### config.mk
export PLATFORM = sky130hd
export DESIGN_NAME = mem_access_stage
export DESIGN_NICKNAME = d
export VERILOG_FILES = /design/src/rtl/mem_access_stage_pkg.sv /design/src/rtl/mem_access_stage_wait_timer.sv /design/src/rtl/mem_access_stage.sv
export SDC_FILE = /design/constraint.sdc
export NUM_CORES = 1
export LEC_CHECK = 0
export ABC_CLOCK_PERIOD_IN_PS = 2300
export BUFFER_PORTS_ARGS = -buffer_cell sky130_fd_sc_hd__buf_2
export CORE_MARGIN = 2
export CORE_UTILIZATION = 30
export DETAILED_ROUTE_END_ITERATION = 12
export GPL_ROUTABILITY_DRIVEN = 0
export PLACE_DENSITY_LB_ADDON = 0.25
export SLEW_MARGIN = 15
export SYNTH_ARGS = -nofsm -noshare
export SYNTH_HDL_FRONTEND = slang
export SYNTH_SLANG_ARGS = --single-unit
### constraint.sdc
create_clock -name clk -period 2.3 [get_ports clk]
set_input_delay 0.23 -clock clk [delete_from_list [all_inputs] [get_ports clk]]
set_output_delay 0.23 -clock clk [all_outputs]
set_load 0.01 [all_outputs]
### src/rtl/mem_access_stage_pkg.sv
`default_nettype none
// ============================================================================
// Package     : mem_access_stage_pkg
// Description : Shared definitions for the MEM pipeline stage: datapath
//               width default, memory opcodes, stage state encoding and a
//               helper that classifies memory instructions.
// Revision    : 1.0 - initial release
// ============================================================================
package mem_access_stage_pkg;

    localparam int WORD_SIZE_DEF = 16;

    // Opcodes known to this stage; everything else is an ALU pass-through.
    localparam logic [3:0] ADI_OP = 4'd4;
    localparam logic [3:0] ORI_OP = 4'd5;
    localparam logic [3:0] LWD_OP = 4'd7;
    localparam logic [3:0] SWD_OP = 4'd8;

    typedef enum logic [0:0] {
        MEM_IDLE   = 1'b0,
        MEM_ACCESS = 1'b1
    } mem_state_t;

    function automatic logic is_mem_op(input logic [3:0] opcode);
        return (opcode == LWD_OP) || (opcode == SWD_OP);
    endfunction

endpackage : mem_access_stage_pkg
`default_nettype wire

### src/rtl/mem_access_stage_wait_timer.sv
`default_nettype none
// ============================================================================
// Module      : mem_wait_timer
// Description : Counts cycles spent waiting for a memory acknowledge.
//               expire is asserted combinationally during the MAX_WAIT-th
//               enabled cycle so the owner can act on it at that edge.
// Ports       : clk, reset  - clock / synchronous active-high reset
//               clear       - return count to zero
//               enable      - count this cycle
//               expire      - this enabled cycle is the MAX_WAIT-th one
// Revision    : 1.0 - initial release
// ============================================================================
module mem_wait_timer #(
    parameter int MAX_WAIT = 15
) (
    input  logic clk,
    input  logic reset,
    input  logic clear,
    input  logic enable,
    output logic expire
);

    localparam int CNT_W = $clog2(MAX_WAIT + 1);
    localparam logic [CNT_W-1:0] LAST = CNT_W'(MAX_WAIT - 1);

    logic [CNT_W-1:0] count;

    always_ff @(posedge clk) begin
        if (reset || clear) begin
            count <= '0;
        end else if (enable) begin
            count <= count + 1'b1;
        end
    end

    // count holds the number of completed wait cycles, so LAST marks the final one.
    assign expire = enable && (count == LAST);

endmodule : mem_wait_timer
`default_nettype wire

### src/rtl/mem_access_stage.sv
`default_nettype none
// ============================================================================
// Module      : mem_access_stage
// Description : MEM pipeline stage after the ALU. ALU results retire one
//               cycle after acceptance; LWD/SWD run a req/ack transaction
//               with data memory (address = ALU result) and retire on ack,
//               or on timeout with mem_error. wb_* are registered and hold
//               their last value so forwarding logic can read them directly.
// Ports       : clk, reset                 - clock, sync active-high reset
//               ex_*                       - instruction from EX, ex_ready
//               mem_req/we/addr/wdata      - memory request (registered)
//               mem_ack/mem_rdata          - memory response
//               wb_valid/reg_write/dest/data - write-back record
//               mem_error                  - timeout pulse
// Revision    : 1.0 - initial release
// ============================================================================
module mem_access_stage
    import mem_access_stage_pkg::*;
#(
    parameter int WORD_SIZE = WORD_SIZE_DEF,
    parameter int REG_BITS  = 2,
    parameter int MAX_WAIT  = 15
) (
    input  logic                 clk,
    input  logic                 reset,
    input  logic                 ex_valid,
    output logic                 ex_ready,
    input  logic [3:0]           ex_opcode,
    input  logic [WORD_SIZE-1:0] ex_alu_result,
    input  logic [WORD_SIZE-1:0] ex_store_data,
    input  logic [REG_BITS-1:0]  ex_dest,
    input  logic                 ex_reg_write,
    output logic                 mem_req,
    output logic                 mem_we,
    output logic [WORD_SIZE-1:0] mem_addr,
    output logic [WORD_SIZE-1:0] mem_wdata,
    input  logic                 mem_ack,
    input  logic [WORD_SIZE-1:0] mem_rdata,
    output logic                 wb_valid,
    output logic                 wb_reg_write,
    output logic [REG_BITS-1:0]  wb_dest,
    output logic [WORD_SIZE-1:0] wb_data,
    output logic                 mem_error
);

    mem_state_t          state;
    logic [REG_BITS-1:0] pend_dest;
    logic                wait_expire;

    assign ex_ready = (state == MEM_IDLE);

    mem_wait_timer #(
        .MAX_WAIT (MAX_WAIT)
    ) u_wait_timer (
        .clk    (clk),
        .reset  (reset),
        .clear  (state == MEM_IDLE),
        .enable (state == MEM_ACCESS),
        .expire (wait_expire)
    );

    always_ff @(posedge clk) begin
        if (reset) begin
            state        <= MEM_IDLE;
            pend_dest    <= '0;
            mem_req      <= 1'b0;
            mem_we       <= 1'b0;
            mem_addr     <= '0;
            mem_wdata    <= '0;
            wb_valid     <= 1'b0;
            wb_reg_write <= 1'b0;
            wb_dest      <= '0;
            wb_data      <= '0;
            mem_error    <= 1'b0;
        end else begin
            // Pulses default low; wb_* payload holds for forwarding.
            wb_valid  <= 1'b0;
            mem_error <= 1'b0;
            case (state)
                MEM_IDLE: begin
                    if (ex_valid) begin
                        if (is_mem_op(ex_opcode)) begin
                            mem_addr  <= ex_alu_result;
                            mem_wdata <= ex_store_data;
                            mem_we    <= (ex_opcode == SWD_OP);
                            mem_req   <= 1'b1;
                            pend_dest <= ex_dest;
                            state     <= MEM_ACCESS;
                        end else begin
                            wb_valid     <= 1'b1;
                            wb_data      <= ex_alu_result;
                            wb_dest      <= ex_dest;
                            wb_reg_write <= ex_reg_write;
                        end
                    end
                end
                MEM_ACCESS: begin
                    // Ack takes priority over an expiring wait in the same cycle.
                    if (mem_ack) begin
                        mem_req      <= 1'b0;
                        wb_valid     <= 1'b1;
                        wb_dest      <= pend_dest;
                        wb_reg_write <= !mem_we;
                        wb_data      <= mem_we ? mem_addr : mem_rdata;
                        state        <= MEM_IDLE;
                    end else if (wait_expire) begin
                        mem_req      <= 1'b0;
                        mem_error    <= 1'b1;
                        wb_valid     <= 1'b1;
                        wb_dest      <= pend_dest;
                        wb_reg_write <= 1'b0;
                        wb_data      <= mem_addr;
                        state        <= MEM_IDLE;
                    end
                end
                default: state <= MEM_IDLE;
            endcase
        end
    end

endmodule : mem_access_stage
`default_nettype wire

==> impl_metrics.yaml <==
grt:
  grt_overflow: 0
  grt_pass1_wl_um: 11100
  grt_antenna_before_repair: 0
  grt.total_usage_pct: 14.2
  grt_max_degree: 35
  grt_pass1_vias: 2239
clocking:
  clock_path_buffers: 2
  post_cts_resized: 0
  numClockSinks: 62
  path_clk_slew_ps: 70
  cts_root_buffer: "clkbuf_8"
  clk_latency_ps: 330
  hold_buffers: 0
  cts_max_level: 3
  cts_tree: "done"
  numCtsBuffers: 9
  postCtsSetupRepairBufs: 0
synth:
  synth_top_area_share_pct: 45.6
  syn_avg_cell_area_um2: 9.87
  synth-seq-cells: 62
  async_flop_share_pct: 0
  synth-xor-area-share_pct: 0.643
  synth_compound_area_share_pct: 16.6
  netlist_area_um2: 2720
  ys_seq_area_share_pct: 45.6
  synth_fa_ha_area_share_pct: 0.919
  syn_nets: 337
  synth_area_leaders: "dfxtp_1 (46%), mux2i_1 (20%), nor2_1 (7.4%)"
  synthMuxAreaShare_pct: 20.3
  synth_cell_type_count: 33
  synth_ff_type: "dfxtp_1"
  synth_top_family_by_area: "multiplexers"
  netlist_instances: 276
  synth-simple-area-share_pct: 10.1
  yosys.area.top_type: "dfxtp_1"
  synth_edf_count: 0
  yosysWarnings: 0
floorplanning:
  core-area_um2: 8760
  fp.dieH_um: 99.3
  ios: 115
  row_count: 34
  die_area_um2: 9860
  start_util_pct: 31.1
  die_x_um: 99.3
finish:
  fill_cells: 904
  drive_gt1_share_pct: 37.6
  final_net_count: 448
  area_growth_pct: 32.2
  design_area_um2: 3600
  diodes: 0
route:
  ant_nets: 0
  drc_errors: 0
  finalWirelength_um: 6810
  drtIter0Drc: 52
  vias: 2358
  post_drt_via_cell_ratio: 4.73
  dr.pass1.iters: 4
  wl_per_cell_um: 13.6
sta:
  fin_tns_setup_ps: 0
  skew_ps: 9.81
  rsz0062_at_grt: "false"
  post-route-period-util_pct: 72.4
  max-slew-margin-rel_pct: 58.4
  finalSetupViolCount: 0
  fmax_mhz: 601
  fin_ws_ps: 636
  slew_violations: 0
  layout_min_cycle_time_ps: 1660
  holdWs_ps: 110
  hold_viol_final: 0
  worst_slew_pin_slew_ps: 623
placement:
  port_buffers: 114
  place_area_um2: 3390
  dp_slack_ps: 305
  hpwl_um: 4760
pwr:
  p_leak_nw: 1.60
  switchingPower_mw: 0.593
  p_sw_share_pct: 24.3
  p_clk_share_pct: 40.7
  p_int_mw: 1.84
  power_frac_comb_pct: 12.5
  seq_power_share_pct: 46.8
  pwr_density_cell_nw_per_um2: 676
  total_power_mw: 2.44
  vdd_drop_max_mv: 0.215
critical_path:
  cp_max_fo: 24
  crit_family: "flip-flops"
  end_kind: "register"
  r2r_slack_ps: 640
  start_kind: "register"
  path_buf_inv: 1
  r2r_cells: 4
  cp.required_ps: 2560
  crit_arrival_ps: 1920
  cpPeakStageDelay_ps: 730
  slowest_stage: "dfxtp_2"
  crit_chain: "mux2i_4 -> buf_4 -> o21ai_0 -> a21oi_1"
  path_depth: 4
  critical_path_class: "reg -> reg"
outcome:
  status: "completed"
worst_hold_path:
  worstHoldPathType: "in -> reg"
  holdPathStages: 2
flow_run:
  max_cap_viol_count: 0
==> flip-flops by register name, indices dropped and copies added, names as in the netlist <==
signal	flops
wb_data	16
u_wait_timer.count	4
mem_error	1
wb_dest	2
mem_wdata	16
state	1
mem_req	1
wb_valid	1
mem_addr	16
wb_reg_write	1
mem_we	1
pend_dest	2
==> worst paths after layout <==
check | from | end
max | state$_SDFF_PP0_ | wb_data[10]$_SDFFE_PP0P_
min | mem_ack | mem_error$_SDFF_PP0_
max reg2reg | state$_SDFF_PP0_ | wb_data[10]$_SDFFE_PP0P_
min reg2reg | u_wait_timer.count[0]$_SDFFE_PP0P_ | u_wait_timer.count[0]$_SDFFE_PP0P_
==> synthesized netlist by cell type, types with 2 or more instances <==
master    count
mux2i_1      54
a2111o_1     16
o21ai_1       3
clkbuf_1     12
dfxtp_1      62
a311oi_1      3
ha_1          2
a21oi_1      23
buf_1         2
buf_2         4
nor3_1        2
buf_12        3
nand3_1       2
nor2_1       54
o21ai_0      14
inv_1         3
==> power by group through the flow <==
stage | registers, mW | logic (mW) | clock network [mW]
after floorplan | 1.18 | 0.160 | 0
after global placement | 1.16 | 0.307 | 0
after detailed placement | 1.16 | 0.309 | 0
after CTS | 1.14 | 0.310 | 1.04
after global routing | 1.14 | 0.338 | 1.09
final | 1.14 | 0.304 | 0.991
==> cells by family after synthesis <==
kind of cell,after synthesis
and+or+nand+nor,65
AOI/OAI and AO/OA,64
DFF,62
muxes,55
buffers and inverters,26
xor gates and xnor gates,2
adders and majority gates,2
==> layout by cell type, fill, tap and decap left out, drive strengths merged <==
| cell | Yosys | layout |
|---|---|---|
| or2 | 1 | 1 |
| mux2i | 54 | 54 |
| nand3 | 2 | 2 |
| nand2b | 1 | 1 |
| a2111o | 16 | 16 |
| a21oi | 24 | 24 |
| clkinvlp | 0 | 1 |
| inv | 3 | 3 |
| nor3 | 2 | 2 |
| o21ai | 17 | 17 |
| a21o | 1 | 1 |
| ha | 2 | 2 |
| xnor2 | 1 | 1 |
| mux2 | 1 | 1 |
| bufinv | 0 | 1 |
| buf | 11 | 123 |
| nor2b | 1 | 1 |
| dfxtp | 62 | 62 |
| a31o | 1 | 1 |
| or4b | 1 | 1 |
| nand4b | 1 | 1 |
| clkbuf | 12 | 12 |
| xor2 | 1 | 1 |
| clkinv | 0 | 1 |
| a311oi | 3 | 3 |
| nor2 | 54 | 54 |
| nand2 | 1 | 1 |
| a211oi | 2 | 2 |
| or3 | 1 | 1 |
==> worst register-to-register path, delay by kind of cell (launching register included) <==
kind | cells | cell delay, ps
muxes | 1 | 340
DFF | 1 | 730
AOI/OAI and AO/OA | 2 | 270
buffers and inverters | 1 | 250
==> stage by stage <==
step,util [%],instances
3_5_place_dp,38.7,484
5_1_grt,41.1,499
6_report,41.1,499
4_1_cts,41.1,499
3_3_place_gp,38.7,484
2_1_floorplan,-,276
==> final cells by class <==
class | count | area [um^2] | share of cell area, %
inverters | 3 | 11.3 | 0.313
multi-input cells | 188 | 1340 | 37.3
well taps | 108 | 135 | 3.75
repair buffers | 123 | 663 | 18.4
flip-flops and latches | 62 | 1240 | 34.5
clock inverters | 3 | 42.5 | 1.18
clock buffers | 12 | 165 | 4.58
==> metal layers <==
metal | wire, um | vias to the layer above | GRT usage, %
li1 | - | 1206 | -
met4 | 111 | 0 | 6.01
met1 | 3260 | 1069 | 19.1
met3 | 416 | 10 | 3.23
met2 | 3010 | 73 | 21.8
met5 | 0 | - | 0
Note: power is estimated with default switching activity, not from simulation.
